[src/rtl/datapath_pipe.sv]
// datapath_pipe: two-stage datapath (issue / execute+writeback).
//   Stage 1 reads the register file (with forwarding from the op in
//   execute), selects the B operand or immediate, and latches the
//   micro-op into the execute registers.
//   Stage 2 runs the ALU or waits for load data, writes back to the
//   register file and updates the Z/N/C/V flags.
//
// Ports:
//   clk_main      clock, all state changes on the rising edge
//   reset         synchronous active-high reset
//   issue_valid   control unit presents a micro-op
//   issue_ready   datapath accepts the micro-op this cycle
//   DR/SA/SB      destination / source A / source B register addresses
//   FS            ALU function select
//   MB            1: B operand is the zero-extended immediate {SA,SB}
//   MD            1: write back DataIn (load), 0: ALU result
//   RW            register write enable
//   DataIn        memory read data, qualified by DataIn_valid
//   BusA          A operand of the op in execute
//   DataOut       B operand of the op in execute
//   AddrOut       low AW bits of BusA
//   wb_valid      op in execute completes this cycle
//   Z/N/C/V       registered flags
module datapath_pipe #(
    parameter int WIDTH = 16,
    parameter int NREG  = 16,
    parameter int RA_W  = 4,
    parameter int AW    = 6
) (
    input  logic             clk_main,
    input  logic             reset,
    input  logic             issue_valid,
    output logic             issue_ready,
    input  logic [RA_W-1:0]  DR,
    input  logic [RA_W-1:0]  SA,
    input  logic [RA_W-1:0]  SB,
    input  logic [3:0]       FS,
    input  logic             MB,
    input  logic             MD,
    input  logic             RW,
    input  logic [WIDTH-1:0] DataIn,
    input  logic             DataIn_valid,
    output logic [WIDTH-1:0] BusA,
    output logic [WIDTH-1:0] DataOut,
    output logic [AW-1:0]    AddrOut,
    output logic             wb_valid,
    output logic             Z,
    output logic             N,
    output logic             C,
    output logic             V
);

    localparam logic [WIDTH-1:0] ALL_ONES = '1;

    logic [WIDTH-1:0] rf_q [NREG];

    logic             e_valid_q;
    logic [WIDTH-1:0] e_a_q, e_b_q;
    logic [3:0]       e_fs_q;
    logic [RA_W-1:0]  e_dr_q;
    logic             e_md_q, e_rw_q;

    logic z_q, n_q, c_q, v_q;

    logic [WIDTH-1:0] alu_res;
    logic             alu_c, alu_v;
    logic [WIDTH:0]   sum;

    logic [WIDTH-1:0] wb_data;
    logic             rf_we;
    logic [WIDTH-1:0] a_rf, b_rf, a_d, b_d, imm;

    // ------------------------------------------------------------------
    // Handshake / writeback control
    // ------------------------------------------------------------------
    assign wb_valid    = e_valid_q && (!e_md_q || DataIn_valid);
    assign issue_ready = !(e_valid_q && e_md_q && !DataIn_valid);
    assign wb_data     = e_md_q ? DataIn : alu_res;
    assign rf_we       = wb_valid && e_rw_q && (e_dr_q != '0);

    // ------------------------------------------------------------------
    // Operand read with forwarding; R0 always reads zero
    // ------------------------------------------------------------------
    always_comb begin
        a_rf = (SA == '0) ? '0 : rf_q[SA];
        b_rf = (SB == '0) ? '0 : rf_q[SB];
        imm  = '0;
        imm[2*RA_W-1:0] = {SA, SB};
        a_d  = (rf_we && (e_dr_q == SA)) ? wb_data : a_rf;
        if (MB)
            b_d = imm;
        else
            b_d = (rf_we && (e_dr_q == SB)) ? wb_data : b_rf;
    end

    // ------------------------------------------------------------------
    // ALU on the execute-stage operands
    // ------------------------------------------------------------------
    always_comb begin
        alu_res = '0;
        alu_c   = 1'b0;
        alu_v   = 1'b0;
        sum     = '0;
        unique case (e_fs_q)
            4'b0000: alu_res = e_a_q;
            4'b0001: begin
                sum     = {1'b0, e_a_q} + {{WIDTH{1'b0}}, 1'b1};
                alu_res = sum[WIDTH-1:0];
                alu_c   = sum[WIDTH];
                alu_v   = !e_a_q[WIDTH-1] && alu_res[WIDTH-1];
            end
            4'b0010: begin
                sum     = {1'b0, e_a_q} + {1'b0, e_b_q};
                alu_res = sum[WIDTH-1:0];
                alu_c   = sum[WIDTH];
                alu_v   = (e_a_q[WIDTH-1] == e_b_q[WIDTH-1]) &&
                          (alu_res[WIDTH-1] != e_a_q[WIDTH-1]);
            end
            4'b0101: begin
                sum     = {1'b0, e_a_q} + {1'b0, ~e_b_q} + {{WIDTH{1'b0}}, 1'b1};
                alu_res = sum[WIDTH-1:0];
                alu_c   = sum[WIDTH];
                alu_v   = (e_a_q[WIDTH-1] != e_b_q[WIDTH-1]) &&
                          (alu_res[WIDTH-1] != e_a_q[WIDTH-1]);
            end
            4'b0110: begin
                // decrement as A + all-ones so C follows the adder carry-out
                sum     = {1'b0, e_a_q} + {1'b0, ALL_ONES};
                alu_res = sum[WIDTH-1:0];
                alu_c   = sum[WIDTH];
                alu_v   = e_a_q[WIDTH-1] && !alu_res[WIDTH-1];
            end
            4'b1000: alu_res = e_a_q & e_b_q;
            4'b1001: alu_res = e_a_q | e_b_q;
            4'b1010: alu_res = e_a_q ^ e_b_q;
            4'b1011: alu_res = ~e_a_q;
            4'b1100: alu_res = e_b_q;
            4'b1101: begin
                alu_res = {1'b0, e_b_q[WIDTH-1:1]};
                alu_c   = e_b_q[0];
            end
            4'b1110: begin
                alu_res = {e_b_q[WIDTH-2:0], 1'b0};
                alu_c   = e_b_q[WIDTH-1];
            end
            default: alu_res = '0;
        endcase
    end

    // ------------------------------------------------------------------
    // State
    // ------------------------------------------------------------------
    always_ff @(posedge clk_main) begin
        if (reset) begin
            rf_q      <= '{default: '0};
            e_valid_q <= 1'b0;
            e_a_q     <= '0;
            e_b_q     <= '0;
            e_fs_q    <= '0;
            e_dr_q    <= '0;
            e_md_q    <= 1'b0;
            e_rw_q    <= 1'b0;
            z_q       <= 1'b0;
            n_q       <= 1'b0;
            c_q       <= 1'b0;
            v_q       <= 1'b0;
        end else begin
            if (rf_we)
                rf_q[e_dr_q] <= wb_data;

            if (issue_valid && issue_ready) begin
                e_valid_q <= 1'b1;
                e_a_q     <= a_d;
                e_b_q     <= b_d;
                e_fs_q    <= FS;
                e_dr_q    <= DR;
                e_md_q    <= MD;
                e_rw_q    <= RW;
            end else if (wb_valid) begin
                e_valid_q <= 1'b0;
            end

            if (wb_valid && !e_md_q) begin
                z_q <= (alu_res == '0);
                n_q <= alu_res[WIDTH-1];
                c_q <= alu_c;
                v_q <= alu_v;
            end
        end
    end

    assign BusA    = e_a_q;
    assign DataOut = e_b_q;
    assign AddrOut = e_a_q[AW-1:0];
    assign Z       = z_q;
    assign N       = n_q;
    assign C       = c_q;
    assign V       = v_q;

endmodule

[config.mk]
export PLATFORM = sky130hd
export DESIGN_NAME = datapath_pipe
export DESIGN_NICKNAME = d
export VERILOG_FILES = /design/src/rtl/datapath_pipe.sv
export SDC_FILE = /design/constraint.sdc
export NUM_CORES = 1
export LEC_CHECK = 0
export ABC_AREA = 0
export BUFFER_PORTS_ARGS = -buffer_cell sky130_fd_sc_hd__buf_2
export CORE_ASPECT_RATIO = 1.2
export CORE_MARGIN = 5
export CORE_UTILIZATION = 30
export DETAILED_ROUTE_END_ITERATION = 7
export PLACE_DENSITY_LB_ADDON = 0.1
export RECOVER_POWER = 50
export REMOVE_ABC_BUFFERS = 1
export SLEW_MARGIN = 40
export SYNTH_ARGS = -nofsm -noshare
export SYNTH_HDL_FRONTEND = slang
export SYNTH_SLANG_ARGS = --single-unit
[constraint.sdc]
create_clock -name clk_main -period 10.7 [get_ports clk_main]
set_clock_uncertainty 0.1 [all_clocks]
set_input_delay 1.605 -clock clk_main [delete_from_list [all_inputs] [get_ports clk_main]]
set_output_delay 1.605 -clock clk_main [all_outputs]
set_load 0.01 [all_outputs]
# Word-level counts from Yosys, hierarchy flattened
# Index checks and enable logic that the tools add are counted.
[word_totals]
ff_bits = 303
latch_bits = 0
ramBits = 0
romBits = 0
input_bits = 39
output_inout_bits = 44
memories = 0
[op_classes]
n_addsub = 5
multipliers = 0
div_mod_pow = 0
order_cmp = 4
eq_ne = 17
shifts = 0
n_mux = 20
bitwise = 8
reduce_logical = 26
[op_table]
columns = ["cell", "n"]
rows = [
  ["256-bit bitwise mux", 1],
  ["16-bit case mux with 12 select lines", 1],
  ["16-bit two-way mux", 11],
  ["16-bit binary-select mux with 4-bit select", 2],
  ["16-bit demux with 4-bit select", 1],
  ["16-bit by 16-bit adder with 17-bit output", 2],
  ["16-bit inverter", 2],
  ["4-bit == test (second input constant)", 7],
  ["16-bit by 1-bit adder with 17-bit output (second input constant)", 1],
  ["16-bit by 16-bit adder with 17-bit output (second input constant)", 1],
  ["17-bit by 1-bit adder with 17-bit output (second input constant)", 1],
  ["16-bit bitwise AND", 1],
  ["16-bit logical NOT", 1],
  ["16-bit bitwise OR", 1],
  ["16-bit bitwise XOR", 1],
  ["5-bit greater-or-equal comparator (second input constant)", 3],
  ["4-bit inverter with 5-bit output", 3],
  ["1-bit logical AND", 14],
  ["4-bit logical NOT", 3],
  ["4-bit by 3-bit == test with 1-bit output (second input constant)", 2],
  ["4-bit == test", 2],
  ["1-bit case mux with 6 select lines", 1],
  ["1-bit logical NOT", 5],
  ["5-bit by 1-bit < comparator with 1-bit output (second input constant)", 1],
  ["9 further kinds", 12],
]

# Longest topological paths before layout
[logic_depth]
ltp_word = 8
depth_mapped = 15

# Worst setup path after synthesis
# Ideal clock, no wire load.
[synth_timing]
kind = "input to register"
start = "input SB[0]"
end = "register e_b_q[13], in the netlist DataOut[13]"
setup_time_ns = 0.122
t_arrival_ns = 4.027
required_ns = 10.478
setup_slack_ns = 6.451
cell_stages = 6
cell_sequence = "buf_1 -> buf_1 -> mux4_2 -> mux4_2 -> nor2b_1 -> a221o_1"
[synth_via]
elab_chain_cells = 7
elab_cells_between_ends = 10
[synth_rtl]
columns = ["item", "line", "source"]
rows = [
  ["from (decl)", "36", "input logic [RA_W-1:0] SB,"],
  ["4-bit inverter with 5-bit output (not written as such)", "86", "b_rf = (SB == '0) ? '0 : rf_q[SB];"],
  ["16-bit binary-select mux with 4-bit select", "86", ""],
  ["16-bit two-way mux (not written as such) (2 in series)", "86", ""],
  ["16-bit two-way mux", "86", ""],
  ["16-bit two-way mux *", "93", "b_d = (rf_we && (e_dr_q == SB)) ? wb_data : b_rf;"],
  ["16-bit two-way mux *", "90", "if (MB)"],
  ["to (signal assigned)", "158", "e_b_q <= '0;"],
  ["to (signal assigned)", "174", "e_b_q <= b_d;"],
  ["to (decl)", "58", "logic [WIDTH-1:0] e_a_q, e_b_q;"],
]
# Every way passes the cells marked *; elsewhere a longest branch is shown, timed or not. The select of a mux whose other input is x is not followed.
# A chain may end at the register's enable or synchronous reset.

==> flow_metrics.tcl <==
set metrics [dict create \
    dieWidth_microns 242 \
    clock_sinks 303 \
    gp_congestion 0.892 \
    ys_warn_count 0 \
    numPlacedInstances 3019 \
    grt_overflow_total 0 \
    startpoint "reset" \
    cts_hold_buf 0 \
    fin_util_pct 33.7 \
    rows 102 \
    ys_types 95 \
    io-pin-count 83 \
    num-nets-final 2323 \
    critPathSlowestCell "clkbuf_1" \
    finalSetupViolations 0 \
    clkTransAtPathRegs_ns 0.07 \
    hold_class "flop to flop" \
    routed_wl_microns 81500 \
    netlist_instances 2256 \
    die_y_microns 289 \
    cts.repair.resized 0 \
    grt_antenna_before_repair 0 \
    slew_viol_final 91 \
    min_period_over_period_pct 55.1 \
    fmax_mhz 169 \
    cts_tree "built" \
    diodes 0 \
    relSlewSlack_pct -209 \
    drtIter0Drc 1465 \
    ys.flop_type "dfxtp_1" \
    final_cell_mix "480 x nand2_1, 300 x dfxtp_1, 283 x a21oi_1, 162 x mux4_2, 121 x nor2_1" \
    holdCritStartpoint "e_fs_q[3]" \
    max_stage_delay_ns 3.19 \
    syn_area_sq_um 19400 \
    dp_hpwl_microns 54600 \
    clk_latency_ns 0.56 \
    nFillCells 6712 \
    layout_commonest_cell "nand2_1" \
    drv_cap 1 \
    setup_tns_ns 0 \
    grt_pass1_vias 17200 \
    numCtsBuffers 37 \
    via_per_inst 5.78 \
    syn2layout_area_growth_pct 11.6 \
    peakVddDrop_v 0.0000993 \
    async_flop_share_pct 0 \
    wl_per_cell_microns 26.5 \
    drive_above_1_share_pct 16.5 \
    crit_required_ns 11.03 \
    ys_ff_latch 303 \
    endpoint_kind "flop" \
    vias 17800 \
    drc_errors 0 \
    reg2reg_from "BusA[2]" \
    root_buffer "clkbuf_16" \
    grt.total_usage_pct 22.4 \
    hold_violations 0 \
    grt_pass1_wl_microns 119000 \
    rsz0062_at_grt "false" \
    outcome "complete, but fails checks" \
    cts_buffer_depth 3 \
    synth_edf_count 0 \
    portBuffers 82 \
    start_util_pct 30.2 \
    crit_fanout 125 \
    yosysSeqAreaShare_pct 31.2 \
    cpLargestDelayFamily "buffers and inverters" \
    grt_max_degree 126 \
    tightest_slew_ns 4.64 \
    instances_no_fill 3081 \
    die-area_sq_um 70000 \
    drtPass1Iterations 8 \
    cp.arrival_ns 6.23 \
    setup.worst_path.start_class "input pin" \
    power_density_nw_per_um2 129 \
    cp_num_buf_inv 2 \
    core_sq_um 64300 \
    cts_setup_buffers 0 \
    ant_nets 0 \
    finalCriticalPeriod_ns 5.90 \
    crit_type "input pin to flop" \
    cts_max_level 2 \
    crit_chain "clkbuf_1, buf_12, nor3_1, and2_1, a221o_1" \
    avgSynthCellArea_sq_um 8.62 \
    p_leak_uw 0.00711 \
    violations "capacitance limit, slew limit" \
]
==> logic make-up after synthesis <==
logic type | share of synthesized area (%)
simple gates | 19.9
compound gates | 18.3
flops | 31.2
buf+inv | 5.76
mux | 19.9
fa+ha+maj | 3.81
xor+xnor | 1.08
==> through the flow <==
| stage | total power (uW) | setup slack, ns | hold slack (ns) | area, sq um |
|---|---|---|---|---|
| floorplan | 1380 | 6.74 | 0.332 | 18600 |
| global placement | 1580 | 5.57 | 0.343 | 20500 |
| detailed placement | 1590 | 5.86 | 0.352 | 20600 |
| CTS | 2830 | 5.82 | 0.362 | 21700 |
| global route | 2890 | 4.57 | 0.374 | 21700 |
| finish | 2790 | 4.80 | 0.362 | 21700 |
==> cell usage after synthesis (10+ instances only) <==
| cell | count | share of area (%) |
|---|---|---|
| clkbuf_1 | 138 | 2.7 |
| buf_2 | 27 | 0.70 |
| nor2_1 | 126 | 2.4 |
| buf_4 | 12 | 0.46 |
| inv_1 | 62 | 1.2 |
| mux4_2 | 162 | 19 |
| buf_1 | 27 | 0.52 |
| mux2_2 | 10 | 0.58 |
| o21ai_0 | 58 | 1.5 |
| nand3b_1 | 20 | 0.77 |
| dfxtp_1 | 303 | 31 |
| xnor2_1 | 21 | 0.95 |
| a221oi_1 | 14 | 0.63 |
| o31ai_1 | 21 | 0.81 |
| nand2_1 | 485 | 9.4 |
| nand3_1 | 30 | 0.77 |
| a31oi_1 | 12 | 0.39 |
| nor3_1 | 25 | 0.64 |
| nor2b_1 | 47 | 1.5 |
| mux2i_1 | 10 | 0.52 |
| a21oi_1 | 283 | 7.3 |
| nand4_1 | 12 | 0.39 |
| or3_1 | 10 | 0.32 |
| a211oi_1 | 46 | 1.8 |
| a221o_1 | 11 | 0.57 |
| nand2b_1 | 25 | 0.80 |
| ha_1 | 56 | 3.6 |
| o22ai_1 | 15 | 0.48 |
==> final cells by class <==
cell class,count,area (sq um),area share [%]
multi-input cells,1682,12400,57.1
flip-flops and latches,303,6070,28.0
clock buffers,51,1050,4.83
well taps,832,1040,4.80
repair buffers,138,818,3.77
inverters,64,240,1.11
clock inverters,11,100,0.461
==> registers in the layout, indices dropped and copies added, names as in the netlist <==
name,count
e_dr_q,4
e_valid_q,1
N,1
Z,1
e_md_q,1
e_fs_q,4
BusA,16
e_rw_q,1
DataOut,16
rf_q,256
V,1
C,1
==> layer usage <==
metal | vias up | GRT usage (%) | wire (microns)
met1 | 8919 | 28.8 | 34300
met5 | - | 0 | 0
met3 | 146 | 2.84 | 4050
li1 | 8129 | - | -
met4 | 0 | 7.82 | 2990
met2 | 614 | 39.1 | 40200
==> final timing paths <==
path	to	slack [ns]	cells after the start
setup reg to reg	BusA[9]	5.55	13
hold reg to reg	e_fs_q[3]	0.36	2
hold / removal	e_fs_q[3]	0.36	2
setup / recovery	DataOut[10]	4.80	5
==> worst reg2reg max path: cells and delay by family, from the launching register on <==
| kind | cells | cell delay [ns] |
|---|---|---|
| fa+ha+maj | 1 | 0.50 |
| buf+inv | 3 | 1.25 |
| simple gates | 2 | 0.74 |
| flops | 1 | 0.32 |
| compound gates | 7 | 2.10 |
==> power breakdown <==
group / leakage [uW] / switching, uW / internal, uW / total (uW)
combinational: 0.00409 / 281 / 120 / 400
clock: 0.000568 / 524 / 710 / 1230
sequential: 0.00245 / 23.3 / 1140 / 1160
(Power assumes the default switching activity.)
